[src/rtl/gen_dualpop_fifo.sv]
// In-order FIFO with one enqueue port and two dequeue ports (A = oldest, B = next-oldest).
// A downstream stage may retire zero, one or two entries per cycle; B never retires without A.
module gen_dualpop_fifo #(
    parameter int              DW       = 32,
    parameter int              DP       = 4,
    parameter logic [DW-1:0]   rstValue = {DW{1'b0}},
    localparam int             AW       = $clog2(DP),
    localparam int             CW       = $clog2(DP) + 1
) (
    input  logic          CLK,
    input  logic          RST,
    input  logic          flush,
    input  logic          push_valid,
    input  logic [DW-1:0] push_data,
    output logic          push_ready,
    output logic          a_valid,
    output logic [DW-1:0] a_data,
    input  logic          a_ready,
    output logic          b_valid,
    output logic [DW-1:0] b_data,
    input  logic          b_ready,
    output logic [CW-1:0] count
);

    logic [DW-1:0] mem_reg [DP];
    logic [AW-1:0] rd_ptr_reg, rd_ptr_next;
    logic [AW-1:0] wr_ptr_reg, wr_ptr_next;
    logic [CW-1:0] count_reg, count_next;
    logic [AW-1:0] rd_ptr_p1;

    logic push_fire;
    logic a_fire;
    logic b_fire;

    // Outputs are derived from registered state only (plus RST for push_ready).
    assign push_ready = ~RST & (count_reg != CW'(DP));
    assign a_valid    = (count_reg != '0);
    assign b_valid    = (count_reg > CW'(1));
    assign rd_ptr_p1  = rd_ptr_reg + AW'(1);
    assign a_data     = mem_reg[rd_ptr_reg];
    assign b_data     = mem_reg[rd_ptr_p1];
    assign count      = count_reg;

    assign push_fire = push_valid & push_ready;
    assign a_fire    = a_valid & a_ready;
    assign b_fire    = b_valid & b_ready & a_fire;

    always_comb begin
        rd_ptr_next = rd_ptr_reg;
        wr_ptr_next = wr_ptr_reg;
        count_next  = count_reg;
        if (flush) begin
            rd_ptr_next = '0;
            wr_ptr_next = '0;
            count_next  = '0;
        end else begin
            if (push_fire) begin
                wr_ptr_next = wr_ptr_reg + AW'(1);
            end
            rd_ptr_next = rd_ptr_reg + AW'(a_fire) + AW'(b_fire);
            count_next  = count_reg + CW'(push_fire) - CW'(a_fire) - CW'(b_fire);
        end
    end

    always_ff @(posedge CLK) begin
        if (RST) begin
            rd_ptr_reg <= '0;
            wr_ptr_reg <= '0;
            count_reg  <= '0;
        end else begin
            rd_ptr_reg <= rd_ptr_next;
            wr_ptr_reg <= wr_ptr_next;
            count_reg  <= count_next;
        end
    end

    // Each entry owns its write decode; flush leaves contents intact but blocks the write.
    generate
        for (genvar gi = 0; gi < DP; gi++) begin : g_entry
            always_ff @(posedge CLK) begin
                if (RST) begin
                    mem_reg[gi] <= rstValue;
                end else if (!flush && push_fire && (wr_ptr_reg == AW'(gi))) begin
                    mem_reg[gi] <= push_data;
                end
            end
        end
    endgenerate

endmodule

[config.mk]
export PLATFORM = sky130hd
export DESIGN_NAME = gen_dualpop_fifo
export DESIGN_NICKNAME = d
export VERILOG_FILES = /design/src/rtl/gen_dualpop_fifo.sv
export SDC_FILE = /design/constraint.sdc
export NUM_CORES = 1
export LEC_CHECK = 0
export CAP_MARGIN = 25
export CORE_MARGIN = 5
export CORE_UTILIZATION = 54
export CTS_CLUSTER_DIAMETER = 60
export DETAILED_ROUTE_END_ITERATION = 12
export PLACE_DENSITY = 0.8
export SLEW_MARGIN = 25
export SYNTH_ARGS = -nofsm -noshare
export SYNTH_HDL_FRONTEND = slang
export SYNTH_SLANG_ARGS = --single-unit
export TNS_END_PERCENT = 5
[constraint.sdc]
create_clock -name CLK -period 2.7 [get_ports CLK]
set_input_delay 0.54 -clock CLK [delete_from_list [all_inputs] [get_ports CLK]]
set_output_delay 0.54 -clock CLK [all_outputs]
set_load 0.01 [all_outputs]
After elaboration in Yosys (flattened, before gate mapping)
Memory sizes are Yosys's and may differ from the RTL's. A register that Yosys moved wholly into a read port is not among the register bits.
Index checks and enable logic that the tools add are counted.
- bits in registers: 7
- bits in writable memories: 128
- output and inout bits: 70
- word-level logic and storage cells: 54
- memories: 1
- add/subtract/negate cells: 7
- magnitude comparators: 1
- equality and inequality tests: 4
- muxes and demuxes: 19
- bitwise operators: 10
- reductions and logical operators: 9
- memories (memory ; words ; bits a word ; rd ports ; clocked after Yosys merged registers in ; write ports ; RTL line ; source):
    mem_reg ; 4 ; 32 ; 2 ; 1 ; 4 ; 25 ; logic [DW-1:0] mem_reg [DP];
- operators by type and width (cell ; count):
    32-bit two-way mux ; 4
    1-bit two-way mux ; 14
    3-bit by 1-bit subtractor with 3-bit output ; 2
    1-bit AND ; 5
    1-bit logical AND ; 5
    2-bit by 1-bit adder with 2-bit output ; 2
    2-bit by 1-bit adder with 2-bit output, second input constant ; 2
    2-bit equality test, second input constant ; 2
    1-bit bitwise OR ; 4
    3-bit by 1-bit adder with 3-bit output ; 1
    3-bit by 1-bit greater-than comparator with 1-bit output, second input constant ; 1
    3-bit inequality test, second input constant ; 1
    3-bit nonzero test ; 1
    2-bit by 1-bit equality test with 1-bit output, second input constant ; 1
    2-bit zero test ; 1
    2-bit two-way mux ; 1
    2-bit OR reduction ; 1
    1-bit zero test ; 1
    1-bit NOT ; 1

Longest topological paths before layout
- word-level depth: 9
- mapped depth: 11
- depth with buffers taken out: 11

Worst setup path after synthesis
No wires, ideal clock.
- kind: register -> register
- start: register count_reg[2] (netlist: count[2])
- end: register count_reg[2] (netlist: count[2])
- library setup time: 0.115 ns
- arrival: 2.063 ns
- required time: 2.585 ns
- path slack: 0.522 ns
- stages on the path, launching flop included: 12
- cells stage by stage: dfxtp_1 > or3_2 > nand2_1 > a21oi_1 > ha_1 > nor2_1 > ha_1 > inv_1 > ha_1 > xnor2_1 > xnor2_1 > and2_1
- elaborated cells between the ends (all ways): 11
- RTL lines (what ; RTL line ; source):
    from (decl) ; 28 ; logic [CW-1:0] count_reg, count_next;
    from (signal assigned) ; 73 ; count_reg <= count_next;
    3-bit nonzero test * ; 37 ; assign a_valid = (count_reg != '0);
    via a_valid ; 16 ; output logic a_valid,
    1-bit AND * ; 45 ; assign a_fire = a_valid & a_ready;
    3-bit by 1-bit subtractor with 3-bit output or 1-bit AND (tied branches) ; 61, 46 ;
    3-bit by 1-bit subtractor with 3-bit output * ; 61 ; count_next = count_reg + CW'(push_fire) - CW'(a_fire) - CW'(b_fire);
The timed path passes the listed nets; every way through them passes the cells marked *.
A chain may end at the register's enable or synchronous reset.

==> flow_metrics.tcl <==
set metrics [dict create \
    cap_violations 0 \
    synth_area_leader_cell "edfxtp_1" \
    grt_max_degree 40 \
    period_needed_ns 2.64 \
    syn_nets 447 \
    worst_setup_path_end_kind "output port" \
    pwr-share-comb 0.101 \
    final_layout_size_suffix_gt1_frac 0.370 \
    area_growth_pct 29.6 \
    synth_edf_count 128 \
    worst_clock_skew_ns 0.00730 \
    cts.sinks 135 \
    synth_compound_area_frac 0.00146 \
    antenna_left 0 \
    io_pins 108 \
    cp_slowest_cell "mux4_2" \
    place_hpwl_um 9330 \
    cts-root-buf "clkbuf_16" \
    cp_num_buf_inv 2 \
    status "finished clean" \
    intPower_w 0.00390 \
    yosys-top-cells-area "edfxtp_1, mux4_2, and2_2" \
    hold_ws_ns 0.505 \
    crit_type "reg2out" \
    fin_nets 569 \
    dieWidth_um 123 \
    swShare 0.211 \
    grt_pass1_vias 4258 \
    routed_via_density 5.61 \
    synth-xor-area-share 0.00384 \
    synth_common_cells "edfxtp_1, and2_2, mux4_2" \
    track_usage 0.204 \
    met1Wirelength_um 5540 \
    wl_met2_um 7900 \
    portBuffers 107 \
    worst_slack_ns 0.0555 \
    worst_slew_pin_slew_ns 0.581 \
    first_pass_iters 7 \
    power_density_nw_per_um2 557 \
    initial_core_util 0.547 \
    rsz0062_at_grt "true" \
    cp_top_family "buffers and inverters" \
    drt_iter0_drc 339 \
    cts_buffers 17 \
    cts_tree "built" \
    clock_path_buffers 2 \
    seqPwrFrac 0.491 \
    dpl.cell_count 671 \
    hold_buffers 0 \
    slowest_delay_ns 0.54 \
    synthFlopType "edfxtp_1" \
    row_count 41 \
    yosysMostFrequentCell "edfxtp_1" \
    yosys_warnings 0 \
    leakage_nw 3.32 \
    synth_top_family_by_area "multiplexers" \
    path_clk_slew_ns 0.05 \
    report.final.hold_viol_count 0 \
    chipHeight_um 123 \
    drcViolationCount 0 \
    synth_seq_cells 135 \
    layout.cells.non_filler 705 \
    yosys.area_share.simple 0.161 \
    setup_viol 0 \
    cp_cell_sequence "buf_12 > mux4_2 > clkdlybuf4s50_1" \
    core-area_um2 12500 \
    die_area_um2 15000 \
    worstPathMaxFanout 13 \
    r2r_setup_slack_ns 0.49 \
    diodes 0 \
    fin_setup_tns_ns 0 \
    period_share 0.979 \
    cp.required_ns 2.16 \
    synthCells 400 \
    startpoint_type "register" \
    largest_reg_flops 128 \
    p_clk_frac 0.409 \
    max_freq_mhz 378 \
    antenna_found_initial 1 \
    dp_slack_ns 0.246 \
    peakVddDrop_uv 376 \
    place_congestion 0.706 \
    routed-wl-met3_um 892 \
    syn_avg_cell_area_um2 17.1 \
    synth.distinct_cells 26 \
    gr-total-overflow 0 \
    maxSlewViolCount 0 \
    htree_levels 4 \
    yosys.area_share.adder 0.0176 \
    hp-class "reg2reg" \
    fillCellCount 875 \
    clkLatencyLatePin_ns 0.42 \
    arrival_ns 2.10 \
    grt_pass1_wl_um 22300 \
    synthMuxAreaShare 0.212 \
    synth_top_area_frac 0.562 \
    maxSlewHeadroom 0.612 \
    avgRoutedWirePerCell_um 20.6 \
    ys_async_sr_fraction 0 \
    top_layer "met5" \
    wl_um 14500 \
    num_vias 3952 \
    p_switching_w 0.00104 \
    synth.cell_area_um2 6840 \
    ys_seq_area_frac 0.582 \
]
-- layout make-up --
type	count	area (um2)	area share
Tap cell	172	215	0.0243
Inverter	5	18.8	0.00212
Clock inverter	7	56.3	0.00635
Multi-Input combinational cell	234	2750	0.310
Sequential cell	135	3990	0.450
Clock buffer	23	448	0.0505
Timing Repair Buffer	129	1400	0.157
-- power by group through the flow --
stage / Sequential (W) / Clock (W) / Combinational [W]
floorplan: 0.00245 / 0 / 0.000220
global placement: 0.00246 / 0 / 0.000504
detailed placement: 0.00247 / 0 / 0.000512
CTS: 0.00242 / 0.00204 / 0.000508
global route: 0.00243 / 0.00214 / 0.000531
finish: 0.00242 / 0.00202 / 0.000498
-- worst paths after layout --
kind,startpoint,endpoint,cells after the start
setup / recovery,rd_ptr_reg[1],a_data[24],3
hold / removal,wr_ptr_reg[1],wr_ptr_reg[1],2
setup reg to reg,count[2],count[2],11
hold reg to reg,wr_ptr_reg[1],wr_ptr_reg[1],2
-- routing by layer --
metal | track usage | vias up
met1 | 0.243 | 2024
met4 | 0.0630 | 2
met2 | 0.361 | 135
met5 | 0 | -
li1 | - | 1776
met3 | 0.0553 | 15
-- stage by stage --
stage / util / total power, W / instance area, um2
2_1_floorplan: - / 0.00267 / 6840
3_3_place_gp: 0.661 / 0.00296 / 8280
3_5_place_dp: 0.661 / 0.00298 / 8280
4_1_cts: 0.704 / 0.00497 / 8820
5_1_grt: 0.709 / 0.00510 / 8870
6_report: 0.709 / 0.00494 / 8870
-- tightest hold or removal path, delay by kind of cell (launching register included) --
kind	cells	cell delay, ns
DFF	1	0.34
and+or+nand+nor	1	0.07
muxes	1	0.05
-- kinds of logic (layout without fill, tap and decap cells) --
family	count (synthesis)	after routing
AND/OR/NAND/NOR	155	155
adder cells (fa/ha/maj)	9	9
AO/OA/AOI/OAI	2	2
flip-flops	135	135
XOR/XNOR	3	3
multiplexers	65	65
buffers and inverters	31	164
-- placed cells by master (no fill, tap or decap), types with 3 or more instances in the layout --
master / count
ha_1: 8
clkdlybuf4s50_1: 88
clkinv_2: 3
and2_2: 76
dlygate4sd2_1: 9
nor2_1: 4
buf_12: 8
and2_1: 56
dlymetal6s2s_1: 10
buf_4: 11
clkinv_1: 3
dfxtp_1: 5
nor4b_4: 4
mux4_2: 64
or2_2: 5
inv_1: 5
clkbuf_1: 6
clkbuf_16: 18
edfxtp_1: 128
nand2_1: 4
xnor2_1: 3
-- timing repair --
action	CTS	global route
cloned	1	1
buffers inserted	2	0
endpoints found under the setup margin	44	9
resized for setup	9	11
(Power assumes the default switching activity.)
